==> config.mk <==
export PLATFORM = sky130hd
export DESIGN_NAME = tilemap_writer
export DESIGN_NICKNAME = d
export VERILOG_FILES = /design/src/rtl/tilemap_writer.sv
export SDC_FILE = /design/constraint.sdc
export NUM_CORES = 1
export LEC_CHECK = 0
export BUFFER_PORTS_ARGS = -buffer_cell sky130_fd_sc_hd__buf_2
export CORE_MARGIN = 1
export CORE_UTILIZATION = 51
export CTS_CLUSTER_SIZE = 30
export DETAILED_ROUTE_END_ITERATION = 8
export PLACE_DENSITY = 0.73
export SLEW_MARGIN = 30
export SYNTH_ARGS = -nofsm -noshare
export SYNTH_HDL_FRONTEND = slang
export SYNTH_SLANG_ARGS = --single-unit
==> constraint.sdc <==
create_clock -name clk -period 4.6 [get_ports clk]
set_input_delay 0.23 -clock clk [delete_from_list [all_inputs] [get_ports clk]]
set_output_delay 0.23 -clock clk [all_outputs]
set_load 0.01 [all_outputs]
==> src/rtl/tilemap_writer.sv <==
// Tile-map RAM writer: clears the map after reset, then writes one pseudo-random row per request.
// Optional walkable-path column: define TILEMAP_WRITER_SAFE_PATH_EN.
module tilemap_writer #(
  parameter int          HSIZE  = 640,
  parameter int          VSIZE  = 480,
  parameter int          IWIDTH = 5,
  parameter int          AWIDTH = 9,
  parameter int          DWIDTH = 2,
  parameter logic [15:0] SEED   = 16'hACE1,
  localparam int         COLS   = HSIZE >> IWIDTH,
  localparam int         ROWS   = VSIZE >> IWIDTH,
  localparam int         RWIDTH = $clog2(ROWS)
) (
  input  logic              clk,
  input  logic              rst_n,
  input  logic              start,
  input  logic [RWIDTH-1:0] row,
  output logic              busy,
  output logic              done,
  output logic              we,
  output logic [AWIDTH-1:0] waddr,
  output logic [DWIDTH-1:0] wdata
);

  // state  | meaning
  // S_INIT | clearing every map entry to tile code 0
  // S_IDLE | waiting for a row request
  // S_ROW  | writing one row of LFSR tile codes
  // S_DONE | one-cycle completion pulse
  localparam int NTILES  = ROWS * COLS;
  localparam int CWIDTH  = $clog2(COLS);
  localparam int ICWIDTH = $clog2(NTILES);

  typedef enum logic [1:0] {S_INIT, S_IDLE, S_ROW, S_DONE} state_t;

  state_t               state_q, state_d;
  logic [CWIDTH-1:0]    col_q, col_d;
  logic [ICWIDTH-1:0]   icnt_q, icnt_d;
  logic [RWIDTH-1:0]    row_q, row_d;
  logic [15:0]          lfsr_q, lfsr_d, lfsr_nx;
  logic                 busy_d, done_d, we_d;
  logic [AWIDTH-1:0]    waddr_d, row_addr;
  logic [DWIDTH-1:0]    wdata_d;
`ifdef TILEMAP_WRITER_SAFE_PATH_EN
  logic [CWIDTH-1:0]    path_q, path_d;
  int                   path_step;
`endif

  assign lfsr_nx  = {lfsr_q[14:0], lfsr_q[15] ^ lfsr_q[13] ^ lfsr_q[12] ^ lfsr_q[10]};
  // Full-precision product, truncated to the RAM address width (same layout as the read side).
  assign row_addr = AWIDTH'(32'(row_q) * 32'(COLS) + 32'(col_q));

  // Outputs are registered from the action of the current state, so they trail state by one cycle.
  always_comb begin
    state_d = state_q;
    col_d   = col_q;
    icnt_d  = icnt_q;
    row_d   = row_q;
    lfsr_d  = lfsr_q;
    busy_d  = 1'b0;
    done_d  = 1'b0;
    we_d    = 1'b0;
    waddr_d = '0;
    wdata_d = '0;
`ifdef TILEMAP_WRITER_SAFE_PATH_EN
    path_d    = path_q;
    path_step = 0;
`endif
    case (state_q)
      S_INIT: begin
        busy_d  = 1'b1;
        we_d    = 1'b1;
        waddr_d = AWIDTH'(icnt_q);
        if (icnt_q == ICWIDTH'(NTILES - 1)) state_d = S_IDLE;
        else icnt_d = icnt_q + 1'b1;
      end
      S_IDLE: begin
        if (start && (32'(row) < 32'(ROWS))) begin
          row_d   = row;
          col_d   = '0;
          state_d = S_ROW;
        end
      end
      S_ROW: begin
        busy_d  = 1'b1;
        we_d    = 1'b1;
        waddr_d = row_addr;
        wdata_d = lfsr_q[DWIDTH-1:0];
        lfsr_d  = lfsr_nx;
`ifdef TILEMAP_WRITER_SAFE_PATH_EN
        if (col_q == path_q) wdata_d = '0;
`endif
        if (col_q == CWIDTH'(COLS - 1)) begin
          state_d = S_DONE;
`ifdef TILEMAP_WRITER_SAFE_PATH_EN
          path_step = int'(path_q);
          if (lfsr_q[1:0] == 2'b00) path_step = path_step - 1;
          else if (lfsr_q[1:0] == 2'b01) path_step = path_step + 1;
          if (path_step < 0) path_step = 0;
          else if (path_step > COLS - 1) path_step = COLS - 1;
          path_d = CWIDTH'(path_step);
`endif
        end else begin
          col_d = col_q + 1'b1;
        end
      end
      S_DONE: begin
        done_d  = 1'b1;
        state_d = S_IDLE;
      end
      default: state_d = S_INIT;
    endcase
  end

  always_ff @(posedge clk or negedge rst_n) begin
    if (!rst_n) begin
      state_q <= S_INIT;
      col_q   <= '0;
      icnt_q  <= '0;
      row_q   <= '0;
      lfsr_q  <= SEED;
      busy    <= 1'b1;
      done    <= 1'b0;
      we      <= 1'b0;
      waddr   <= '0;
      wdata   <= '0;
`ifdef TILEMAP_WRITER_SAFE_PATH_EN
      path_q  <= CWIDTH'(COLS / 2);
`endif
    end else begin
      state_q <= state_d;
      col_q   <= col_d;
      icnt_q  <= icnt_d;
      row_q   <= row_d;
      lfsr_q  <= lfsr_d;
      busy    <= busy_d;
      done    <= done_d;
      we      <= we_d;
      waddr   <= waddr_d;
      wdata   <= wdata_d;
`ifdef TILEMAP_WRITER_SAFE_PATH_EN
      path_q  <= path_d;
`endif
    end
  end

endmodule

Word-level counts from Yosys, hierarchy flattened
Cells that the tools add are included.
{"block": "op_classes", "n_addsub": 3, "mul": 1, "n_lt_le_gt_ge": 1, "n_eq_ne": 9, "mux": 11, "bitwise_logic": 4, "n_reduce_logical": 8}
{"cell": "$pmux W9 S2", "count": 1}
{"cell": "$mux W5", "count": 2}
{"cell": "$pmux W5 S2", "count": 1}
{"cell": "$add A9 B1 Y9 const B", "count": 1}
{"cell": "$add A9 B5 Y9", "count": 1}
{"cell": "$eq A9 B9 Y1 const B", "count": 1}
{"cell": "$mux W2", "count": 4}
{"cell": "$ne A2 B2 Y1 const B", "count": 4}
{"cell": "$pmux W2 S4", "count": 1}
{"cell": "$mul A4 B3 Y7 const B", "count": 1}
{"cell": "$reduce_and A3 Y1", "count": 2}
{"cell": "$add A5 B1 Y5 const B", "count": 1}
{"cell": "$eq A5 B5 Y1 const B", "count": 1}
{"cell": "$eq A2 B2 Y1 const B", "count": 2}
{"cell": "$lt A4 B4 Y1 const B", "count": 1}
{"cell": "$reduce_and A2 Y1", "count": 2}
{"cell": "$xor A1 B1 Y1", "count": 3}
{"cell": "$eq A2 B1 Y1 const B", "count": 1}
{"cell": "$logic_not A2 Y1", "count": 1}
{"cell": "$mux W1", "count": 2}
{"cell": "$reduce_bool A2 Y1", "count": 1}
{"cell": "$reduce_or A2 Y1", "count": 1}
{"cell": "$logic_and A1 B1 Y1", "count": 1}
{"cell": "$not A1 Y1", "count": 1}
{"block": "word_totals", "register_bits": 50, "in_bits": 7, "output_inout_bits": 14, "wordCells": 47}

Depth between registers and ports, before layout
Gate-level depths: netlist of run 1.
{"block": "logic_depth", "depth_word": 4, "ltp_mapped": 7}

Worst setup path after synthesis of run 1
OpenSTA, ideal clock, no wires.
{"block": "synth_path", "path_kind": "register -> register", "from": "register row_q[1]", "to": "register waddr[8]", "setup_ps": 136, "arrival_ps": 2109, "setup_slack_ps": 2354, "stages_incl_launch_ff": 7, "cell_sequence": "dfrtp_1 ha_1 ha_1 fa_1 nand3_1 o21ai_0 or3b_2"}
{"block": "synth_via", "elab_chain_cells": 3}
{"element": "start: declaration", "line": "39", "rtl": "logic [RWIDTH-1:0] row_q, row_d;"}
{"element": "start signal: assignment", "line": "134", "rtl": "row_q <= row_d;"}
{"element": "$mul A4 B3 Y7", "line": "51", "rtl": "assign row_addr = AWIDTH'(32'(row_q) * 32'(COLS) + 32'(col_q));"}
{"element": "$add A9 B5 Y9", "line": "51"}
{"element": "$pmux W9 S2", "line": "69", "rtl": "case (state_q)"}
{"element": "named net waddr_d[8]", "line": "42", "rtl": "logic [AWIDTH-1:0] waddr_d, row_addr;"}
{"element": "end signal: assignment", "line": "139", "rtl": "waddr <= waddr_d;"}
{"element": "end: declaration", "line": "21", "rtl": "output logic [AWIDTH-1:0] waddr,"}
The timed path passes the listed nets, and every way through them passes these cells.
A chain may end at the register's enable or synchronous reset.

Worst setup path in the final report of run 1
{"block": "layout_path", "from": "register row_q[3]", "to": "register waddr[8]"}
The elaborated chain is that of the path after synthesis.

==> flow_summary.yaml, run 1 <==
cts:
  clock-root-buffer: "sky130_fd_sc_hd__clkbuf_8"
  htree_num_levels: 2
  worstSkewPairLatency_ns: 0.30
  cts_setup_buffers: 0
  tritoncts: "done"
  clock_sinks: 50
  cts_hold_buf: 1
  cts_buffer_depth: 2
  worst_setup_hold_path_clk_slew_ns: 0.08
  postCtsResizedCells: 0
  cts_made_buffers: 5
detailed_routing:
  routed.top_layer: "met4"
  avgRoutedWirePerCell_um: 15.27
  drt_iter0_markers: 104
  route.met3.wl_um: 137
  drt-pass1-iter-count: 4
  wl_met1_um: 1822
  met2RoutedLength_um: 1919
  avgViaCountPerCell: 5.583
  wirelength_um: 3954
  final_antenna_net_count: 0
  drc: 0
  detailroute.via_count: 1446
critical_path:
  crit_path_end: "waddr[8]"
  cp.arrival_ns: 2.54
  worst_r2r_endpoint: "waddr[8]"
  worstSetupStartpointType: "register"
  timing.rr.start: "row_q[3]"
  worst_setup_path_end_kind: "register"
  critPathRequiredTime_ns: 4.78
  timing.reg2reg.worst_path_depth: 6
  critPathMaxFanout: 6
  setup.worst_path.start: "row_q[3]"
  ff2ff_setup_slack_ns: 2.24
  path_class: "register to register"
place:
  place_congestion: 0.8638
  port-buffer-count: 20
  detailedPlacementHpwl_um: 2854
  pre_cts_slack_ns: 2.236
synthesis:
  synth_top_cells_by_count: "sky130_fd_sc_hd__dfrtp_1 (41), sky130_fd_sc_hd__mux2_2 (22), sky130_fd_sc_hd__ha_1 (14), sky130_fd_sc_hd__dfstp_2 (9), sky130_fd_sc_hd__xnor2_1 (9)"
  syn-cell-area_um2: 2374
  ys_seq_area_share_pct: 53.19
  edff_count_synth: 0
  yosys.area.top_type_share_pct: 43.23
  postSynthCellCount: 182
  synth_most_common_cell: "sky130_fd_sc_hd__dfrtp_1"
  synthDistinctLibCells: 38
  postSynth.topFlopCell: "sky130_fd_sc_hd__dfrtp_1"
  synth-warning-count: 0
  syn-num-nets: 205
  synthArstFlopShare_pct: 100.0
  yosysTopAreaCell: "sky130_fd_sc_hd__dfrtp_1"
  synthTopCellsByArea: "sky130_fd_sc_hd__dfrtp_1 (43%), sky130_fd_sc_hd__mux2_2 (10%), sky130_fd_sc_hd__dfstp_2 (10%)"
  ys_seq_elements: 50
  post_synth.cell_area_avg_um2: 13.04
timing:
  setup_total_negative_slack_ns: 0
  final_period_minus_worst_setup_slack_ns: 2.364
  worst_pin_slew_ns: 0.5937
  skew_ns: 0.004842
  unrepaired_setup_endpoints_after_global_routing: "false"
  maxClockFrequency_mhz: 423.0
  min_period_over_period_pct: 51.39
  drv_slew: 0
  setup_ws_ns: 2.236
  slew-limit-headroom_pct: 60.42
  final-setup-viol-count: 0
  hold_viol_final: 0
layout:
  fillCellCount: 359
  drive_gt1_share_pct: 32.85
  multi_input_comb_area_um2: 1066
  final_net_count: 229
  combined_flip_flop_and_latch_cell_area_um2: 1262
  antenna_cells: 0
  area.growth.synth_to_final_pct: 11.60
global_routing:
  maximum_number_of_pins_on_one_net_before_global_route_repair: 51
  grt_overflow: 0
  total_track_usage_pct: 17.50
  global_route_wire_length_before_repair_um: 6768
  via_count_of_the_first_global_routing_pass: 1519
  grt_antenna_before_repair: 0
die:
  num_rows: 24
  start_util_pct: 53.77
  dieArea_um2: 4931
  core-area_um2: 4414
  chipWidth_um: 70.22
  die_height_um: 70.22
  num_io_pins: 21
power:
  cellPowerDensity_nw_per_um2: 664.8
  power.leakage_nw: 1.282
  worst_ir_drop_vdd_v: 0.0002856
outcome:
  status: "complete, no violations"
min_path:
  min-delay-path-class: "input pin to register"
flow_run:
  max-cap-violations: 0
## layout by cell type (no fill, tap or decap), types with 2 or more instances in the layout
cell	instances
sky130_fd_sc_hd__a21oi_1	6
sky130_fd_sc_hd__fa_1	2
sky130_fd_sc_hd__or4_1	2
sky130_fd_sc_hd__buf_2	19
sky130_fd_sc_hd__o21ai_0	2
sky130_fd_sc_hd__a21o_1	2
sky130_fd_sc_hd__nor4bb_1	2
sky130_fd_sc_hd__dfrtp_1	41
sky130_fd_sc_hd__mux2_2	22
sky130_fd_sc_hd__o31ai_1	3
sky130_fd_sc_hd__nor2_1	7
sky130_fd_sc_hd__dfstp_2	9
sky130_fd_sc_hd__xor2_1	6
sky130_fd_sc_hd__inv_1	5
sky130_fd_sc_hd__buf_4	2
sky130_fd_sc_hd__nand4_1	3
sky130_fd_sc_hd__mux2i_1	2
sky130_fd_sc_hd__clkbuf_8	6
sky130_fd_sc_hd__xnor2_1	9
sky130_fd_sc_hd__and2_1	2
sky130_fd_sc_hd__nand2_1	7
sky130_fd_sc_hd__ha_1	14
sky130_fd_sc_hd__a22o_1	7
sky130_fd_sc_hd__and3_1	2
sky130_fd_sc_hd__nand3_1	8
## worst max-delay path: stages (launching register included)
cell                      delay [ns]
sky130_fd_sc_hd__dfrtp_1        0.45
sky130_fd_sc_hd__ha_1           0.30
sky130_fd_sc_hd__ha_1           0.23
sky130_fd_sc_hd__fa_1           0.55
sky130_fd_sc_hd__nand3_1        0.13
sky130_fd_sc_hd__o21ai_0        0.14
sky130_fd_sc_hd__or3b_2         0.44
## routing by layer
| metal | GRT usage (%) | vias up |
|---|---|---|
| met1 | 22.07 | 718 |
| met3 | 4.329 | 8 |
| li1 | - | 695 |
| met4 | 6.889 | 0 |
| met5 | 0 | - |
| met2 | 28.89 | 25 |
## registers in the layout (all words and copies together) (netlist names)
name     cells
busy         1
row_q        4
waddr        9
col_q        5
icnt_q       9
state_q      2
done         1
lfsr_q      16
wdata        2
we           1
## where the power goes
group	switching, W	internal, W	total, W
Sequential	0.000123	0.000622	0.000745
Clock	0.000136	0.000177	0.000313
Combinational	0.000347	0.000356	0.000703
## logic make-up (layout without fill, tap and decap cells)
logic type	count (synthesis)	count (layout)	share of synthesized area (%)
mux	25	25	11.91
buf+inv	10	35	1.898
xor+xnor	15	15	5.535
compound gates	26	26	8.540
fa+ha+maj	16	16	9.067
simple gates	40	40	9.858
flops	50	50	53.19
## cell type report
type | count | share of cell area, %
Multi-Input combinational cell | 122 | 40.25
Inverter | 5 | 0.7085
Tap cell | 52 | 2.456
Timing Repair Buffer | 22 | 4.535
Sequential cell | 50 | 47.66
Clock inverter | 1 | 1.134
Clock buffer | 7 | 3.259
## how the worst min path moves through the flow
stage | from | to | slack, ns | cells past startpoint
5_1_grt | row[0] | row_q[0] | 0.18 | 2
4_1_cts | row[0] | row_q[0] | 0.17 | 2
2_1_floorplan | rst_n | col_q[0] | -0.07 | 0
3_5_place_dp | rst_n | waddr[8] | 0.28 | 1
3_3_place_gp | rst_n | waddr[8] | 0.47 | 1
6_report | row[0] | row_q[0] | 0.18 | 2
## metrics by stage
stage / power, W / instance area, um2 / utilization [%] / std cells / hold slack (ns)
2_1_floorplan: 0.001275 / 2374 / - / 182 / -0.06559
4_1_cts: 0.001776 / 2649 / 60.01 / 259 / 0.1720
3_5_place_dp: 0.001459 / 2522 / 57.14 / 250 / 0.2849
5_1_grt: 0.001885 / 2649 / 60.01 / 259 / 0.1776
6_report: 0.001761 / 2649 / 60.01 / 259 / 0.1775
3_3_place_gp: 0.001412 / 2520 / 57.09 / 250 / 0.4686
Power figures use the tool's default switching activity.
==> run 2: changes to the inputs <==
--- a/config.mk
+++ b/config.mk
@@ -10,7 +10,7 @@
 export CORE_UTILIZATION = 51
 export CTS_CLUSTER_SIZE = 30
 export DETAILED_ROUTE_END_ITERATION = 8
-export PLACE_DENSITY = 0.73
+export PLACE_DENSITY = 0.76
 export SLEW_MARGIN = 30
 export SYNTH_ARGS = -nofsm -noshare
 export SYNTH_HDL_FRONTEND = slang
==> constraint.sdc (replaced) <==
create_clock -name clk -period 2.16 [get_ports clk]
set_input_delay 0.108 -clock clk [delete_from_list [all_inputs] [get_ports clk]]
set_output_delay 0.108 -clock clk [all_outputs]
set_load 0.01 [all_outputs]
==> run 2 against run 1 <==
Effect of this change: global-route usage is 1.4 points higher; non-clock buffer count is 8 higher; final area is 2.8% higher; via count is 2.4% higher; clock power is 83% higher; setup slack worse by 2.2 ns; first-iteration DRC count is 31% lower; hold slack worse by 0.12 ns; sequential cell count stayed put; critical path depth stayed put; core utilization is 1.7 points higher; final cell count is 3.1% higher; largest cell class unchanged.
==> flow_summary.yaml, run 2 (synthesis gave the netlist of run 1 again) <==
outcome:
  status: "complete, no violations"
die:
  chipWidth_um: 70.22
  core-area_um2: 4414
  num_rows: 24
  start_util_pct: 53.77
  die_height_um: 70.22
  num_io_pins: 21
  dieArea_um2: 4931
critical_path:
  critical_path.most_common_cell: "sky130_fd_sc_hd__ha_4"
  cp_slowest_cell: "sky130_fd_sc_hd__fa_1"
  path_class: "register to register"
  critPathRequiredTime_ns: 2.34
  cp_cell_sequence: "ha_4 -> ha_4 -> fa_1 -> nand3_2 -> o21ai_1 -> or3b_4"
  worstSetupStartpointType: "register"
  worst_setup_path_end_kind: "register"
  critPathMaxFanout: 3
  crit_path_max_incr_delay_ns: 0.57
  cp.arrival_ns: 2.28
global_routing:
  global_route_wire_length_before_repair_um: 7293
  grt_antenna_before_repair: 0
  total_track_usage_pct: 18.92
  maximum_number_of_pins_on_one_net_before_global_route_repair: 51
  grt_overflow: 0
  via_count_of_the_first_global_routing_pass: 1528
timing:
  hold_viol_final: 0
  drv_slew: 0
  unrepaired_setup_endpoints_after_global_routing: "true"
  skew_ns: 0.005815
  worst_pin_slew_ns: 0.6206
  slew-limit-headroom_pct: 58.63
  min_period_over_period_pct: 97.10
  final_period_minus_worst_setup_slack_ns: 2.097
  maxClockFrequency_mhz: 476.8
  final-setup-viol-count: 0
layout:
  layout_common_cells: "sky130_fd_sc_hd__dfrtp_1 (41), sky130_fd_sc_hd__mux2_2 (22), sky130_fd_sc_hd__buf_2 (20), sky130_fd_sc_hd__ha_1 (11)"
  antenna_cells: 0
  largest_register_ffs: 16
  area.growth.synth_to_final_pct: 14.76
  largest_reg_by_ff_count: "lfsr_q"
  fillCellCount: 359
  final_common_cell: "sky130_fd_sc_hd__dfrtp_1"
  largest_regs: "lfsr_q x16, icnt_q x9, waddr x9"
  final_core_util_pct: 61.71
  drive_gt1_share_pct: 37.67
  final_net_count: 237
  finish.cell_count_without_fillers: 267
power:
  totalPowerFinal_w: 0.003881
  cell_internal_pwr_w: 0.002505
  clock_power_share_pct: 14.8
  p_comb_share_pct: 44.6
  p_seq_share_pct: 40.6
  switching_share_pct: 35.45
  power.net_switching_w: 0.001376
  cellPowerDensity_nw_per_um2: 1425
  power.leakage_nw: 1.307
  worst_ir_drop_vdd_v: 0.0006313
detailed_routing:
  drt_iter0_markers: 72
  final_antenna_net_count: 0
  drc: 0
  avgRoutedWirePerCell_um: 15.70
  drt-pass1-iter-count: 4
  avgViaCountPerCell: 5.543
  wirelength_um: 4191
  detailroute.via_count: 1480
cts:
  worst_setup_hold_path_clk_slew_ns: 0.09
  clock_sinks: 50
  cts_buffer_depth: 2
  htree_num_levels: 2
  clock-root-buffer: "sky130_fd_sc_hd__clkbuf_8"
  cts_made_buffers: 5
  tritoncts: "done"
  worstSkewPairLatency_ns: 0.30
place:
  port-buffer-count: 20
  placed_cells: 257
  detailedPlacementHpwl_um: 2989
  place_congestion: 0.8222
flow_run:
  max-cap-violations: 0
min_path:
  min-delay-path-class: "input pin to register"
run 2: final timing paths:
kind	start	to	slack, ns	cells after the start
max in group asynchronous	rst_n	icnt_q[8]	1.31	3
setup / recovery	row_q[3]	waddr[8]	0.06	6
hold / removal	row[3]	row_q[3]	0.06	2
hold reg to reg	lfsr_q[0]	lfsr_q[0]	0.51	2
min in group asynchronous	rst_n	waddr[6]	0.43	3
setup reg to reg	row_q[3]	waddr[8]	0.06	6
run 2: critical path: cells and delay by family (launching register included):
family	cells	cell delay, ns
compound gates	1	0.11
fa+ha+maj	3	0.99
flops	1	0.42
simple gates	2	0.46
run 2: layout make-up:
| class | count | area (um2) | area share (%) |
|---|---|---|---|
| inverters | 5 | 18.77 | 0.6890 |
| multi-input cells | 122 | 1101 | 40.42 |
| clock buffers | 6 | 82.58 | 3.032 |
| repair buffers | 30 | 177.7 | 6.523 |
| clock inverters | 2 | 16.27 | 0.5972 |
| flip-flops and latches | 50 | 1262 | 46.35 |
| well taps | 52 | 65.06 | 2.389 |
run 2: repair_timing:
| action | in CTS | in global routing |
|---|---|---|
| hold endpoints to repair | 41 | 0 |
| endpoints found under the setup margin | 0 | 2 |
| resized for setup | 0 | 3 |
| hold buffers | 1 | 0 |
| setup buffers | 0 | 1 |
run 2: layer usage:
metal  up-vias  routed length [um]  track usage (%)
met3         7                 119            3.463
met2        23                2099            30.79
met4         0                  60            6.667
met1       735                1912            25.38
met5         -                   0                0
li1        715                   -                -
run 2: stage by stage:
stage                     setup slack, ns  hold slack (ns)  setup TNS, ns  area [um2]
final                             0.06259          0.05598              0        2724
after global routing             -0.01076          0.04461       -0.01076        2724
after CTS                         0.03739          0.04596              0        2691
after detailed placement          0.04652           0.2452              0        2582
after global placement            0.09614           0.2321              0        2582
after floorplan                  0.005662          -0.1876              0        2384
run 2: power by group through the flow:
stage | Sequential [W] | Combinational [W] | Clock, W
after CTS | 0.00157 | 0.00166 | 0.000592
final | 0.00157 | 0.00173 | 0.000573
after global routing | 0.00163 | 0.00192 | 0.000619
after floorplan | 0.00160 | 0.00114 | 0
after global placement | 0.00155 | 0.00157 | 0
after detailed placement | 0.00159 | 0.00165 | 0
==> run 3: changes to the inputs <==
--- a/config.mk
+++ b/config.mk
@@ -5,12 +5,12 @@
 export SDC_FILE = /design/constraint.sdc
 export NUM_CORES = 1
 export LEC_CHECK = 0
-export BUFFER_PORTS_ARGS = -buffer_cell sky130_fd_sc_hd__buf_2
 export CORE_MARGIN = 1
 export CORE_UTILIZATION = 51
 export CTS_CLUSTER_SIZE = 30
 export DETAILED_ROUTE_END_ITERATION = 8
-export PLACE_DENSITY = 0.76
+export DONT_BUFFER_PORTS = 1
+export PLACE_DENSITY = 0.72
 export SLEW_MARGIN = 30
 export SYNTH_ARGS = -nofsm -noshare
 export SYNTH_HDL_FRONTEND = slang
==> run 3 against run 2 <==
Effect of this change: maximum frequency decreased by 1.1%; critical path depth unchanged; combinational power decreased by 6%; hold slack improved by 0.16 ns; power decreased by 1.4%; sequential share of layout area increased by 0.60 points; wire length decreased by 0.79%; critical path type unchanged; first-iteration DRC count decreased by 26%; largest power group is now registers; largest cell class unchanged.
==> flow_summary.yaml, run 3 (synthesis gave the netlist of run 1 again) <==
detailed_routing:
  final_antenna_net_count: 0
  drt_iter0_markers: 53
  drc: 0
  avgRoutedWirePerCell_um: 16.50
  detailroute.via_count: 1477
  wirelength_um: 4158
  drt-pass1-iter-count: 4
  avgViaCountPerCell: 5.861
layout:
  final_net_count: 222
  antenna_cells: 0
  largest_regs: "lfsr_q x16, icnt_q x9, waddr x9"
  final_common_cell: "sky130_fd_sc_hd__dfrtp_1"
  drive_gt1_share_pct: 30.50
  largest_register_ffs: 16
  finish.cell_count_without_fillers: 252
  layout_common_cells: "sky130_fd_sc_hd__dfrtp_1 (41), sky130_fd_sc_hd__mux2_2 (22), sky130_fd_sc_hd__ha_1 (12)"
  cell_area_after_layout_um2: 2689
  largest_reg_by_ff_count: "lfsr_q"
  area.growth.synth_to_final_pct: 13.28
critical_path:
  worstSetupStartpointType: "register"
  cp_cell_sequence: "ha_4 -> ha_4 -> fa_1 -> nand3_2 -> o21ai_1 -> or3b_4"
  critPathRequiredTime_ns: 2.34
  cp.arrival_ns: 2.30
  critPathMaxFanout: 3
  crit_path_max_incr_delay_ns: 0.57
  setup.worst_path.start: "row_q[1]"
  worstPathBufferInverterCount: 0
  path_class: "register to register"
  timing.critical_path.max_delay_family: "adder cells"
  critical_path.most_common_cell: "sky130_fd_sc_hd__ha_4"
  cp_slowest_cell: "sky130_fd_sc_hd__fa_1"
  timing.rr.start: "row_q[1]"
  worst_setup_path_end_kind: "register"
die:
  dieArea_um2: 4931
  start_util_pct: 53.77
  chipWidth_um: 70.22
  num_io_pins: 21
  core-area_um2: 4414
  die_height_um: 70.22
  num_rows: 24
cts:
  clock-root-buffer: "sky130_fd_sc_hd__clkbuf_8"
  worstSkewPairLatency_ns: 0.30
  worst_setup_hold_path_clk_slew_ns: 0.09
  tritoncts: "done"
  clock_sinks: 50
  cts_buffer_depth: 2
  htree_num_levels: 2
  cts_made_buffers: 5
timing:
  final_period_minus_worst_setup_slack_ns: 2.121
  skew_ns: 0.006767
  drv_slew: 0
  min_period_over_period_pct: 98.22
  slew-limit-headroom_pct: 66.62
  hold_viol_final: 0
  unrepaired_setup_endpoints_after_global_routing: "true"
  maxClockFrequency_mhz: 471.4
  final-setup-viol-count: 0
  worst_pin_slew_ns: 0.4940
global_routing:
  global_route_wire_length_before_repair_um: 7093
  via_count_of_the_first_global_routing_pass: 1557
  grt_overflow: 0
  grt_antenna_before_repair: 0
  maximum_number_of_pins_on_one_net_before_global_route_repair: 51
  grt_util_met3_pct: 4.762
  global_route.peak_usage_layer: "met2"
  grtUsageMet1_pct: 22.94
  total_track_usage_pct: 18.29
  use_met2_pct: 30.58
power:
  worst_ir_drop_vdd_v: 0.0005654
  power.leakage_nw: 1.243
  cellPowerDensity_nw_per_um2: 1423
place:
  port-buffer-count: 0
  detailedPlacementHpwl_um: 2894
  place_congestion: 0.8621
  dpl_cell_area_um2: 2475
  placed_cells: 236
min_path:
  hold_path.startpoint: "start"
  min-delay-path-class: "input pin to register"
flow_run:
  max-cap-violations: 0
outcome:
  status: "complete, no violations"
[run 3: changes by cell type in the layout (fill, tap and decap cells not counted), sizes merged]
cell,change
buf,-19
dlygate4sd3,+4
[run 3: final timing paths]
check | endpoint | slack [ns] | cells past startpoint
worst max-delay path | waddr[8] | 0.04 | 6
worst min-delay path | state_q[0] | 0.22 | 3
worst max register to register | waddr[8] | 0.04 | 6
worst min register to register | lfsr_q[0] | 0.50 | 2
max in group asynchronous | lfsr_q[10] | 1.57 | 2
min in group asynchronous | icnt_q[4] | 0.31 | 2
[run 3: cell type report]
| class | count | area, um2 |
|---|---|---|
| sequential | 50 | 1262 |
| tap | 52 | 65.06 |
| timing repair buffer | 15 | 145.1 |
| multi-input combinational | 122 | 1099 |
| inverter | 5 | 18.77 |
| clock buffer | 6 | 82.58 |
| clock inverter | 2 | 16.27 |
| fill | 350 | 1725 |
[run 3: layer usage]
| layer | vias to the layer above | share of wire, % |
|---|---|---|
| li1 | 687 | - |
| met1 | 753 | 43 |
| met2 | 29 | 51 |
| met3 | 8 | 3.5 |
| met4 | 0 | 1.7 |
| met5 | - | 0 |
[run 3: where the power goes]
| part | switching (W) | internal (W) |
|---|---|---|
| clock network | 0.000308 | 0.000264 |
| registers | 0.000301 | 0.00133 |
| logic | 0.000756 | 0.000870 |
[run 3: timing repair]
item,4_1_cts,5_1_grt
endpoints found under the setup margin,0,2
hold buffers,6,0
gates resized for setup,0,2
setup buffers,0,2
hold endpoints to repair,54,0
[run 3: worst min-delay path: stages]
cell and delay [ns]:
sky130_fd_sc_hd__a21o_2 0.14, sky130_fd_sc_hd__nand3_2 0.10, sky130_fd_sc_hd__mux2i_1 0.13
[run 3: through the flow]
step / TNS, ns / total power, W / worst slack (ns) / utilization (%) / hold slack, ns
after floorplan: 0 / 0.002740 / 0.005662 / - / -0.1876
after global placement: 0 / 0.003024 / 0.09397 / 56.07 / -0.1864
after detailed placement: 0 / 0.003134 / 0.02422 / 56.07 / -0.1863
after CTS: 0 / 0.003744 / 0.003451 / 60.06 / 0.2119
after global routing: -0.01423 / 0.004086 / -0.01423 / 60.91 / 0.2381
final: 0 / 0.003827 / 0.03853 / 60.91 / 0.2177
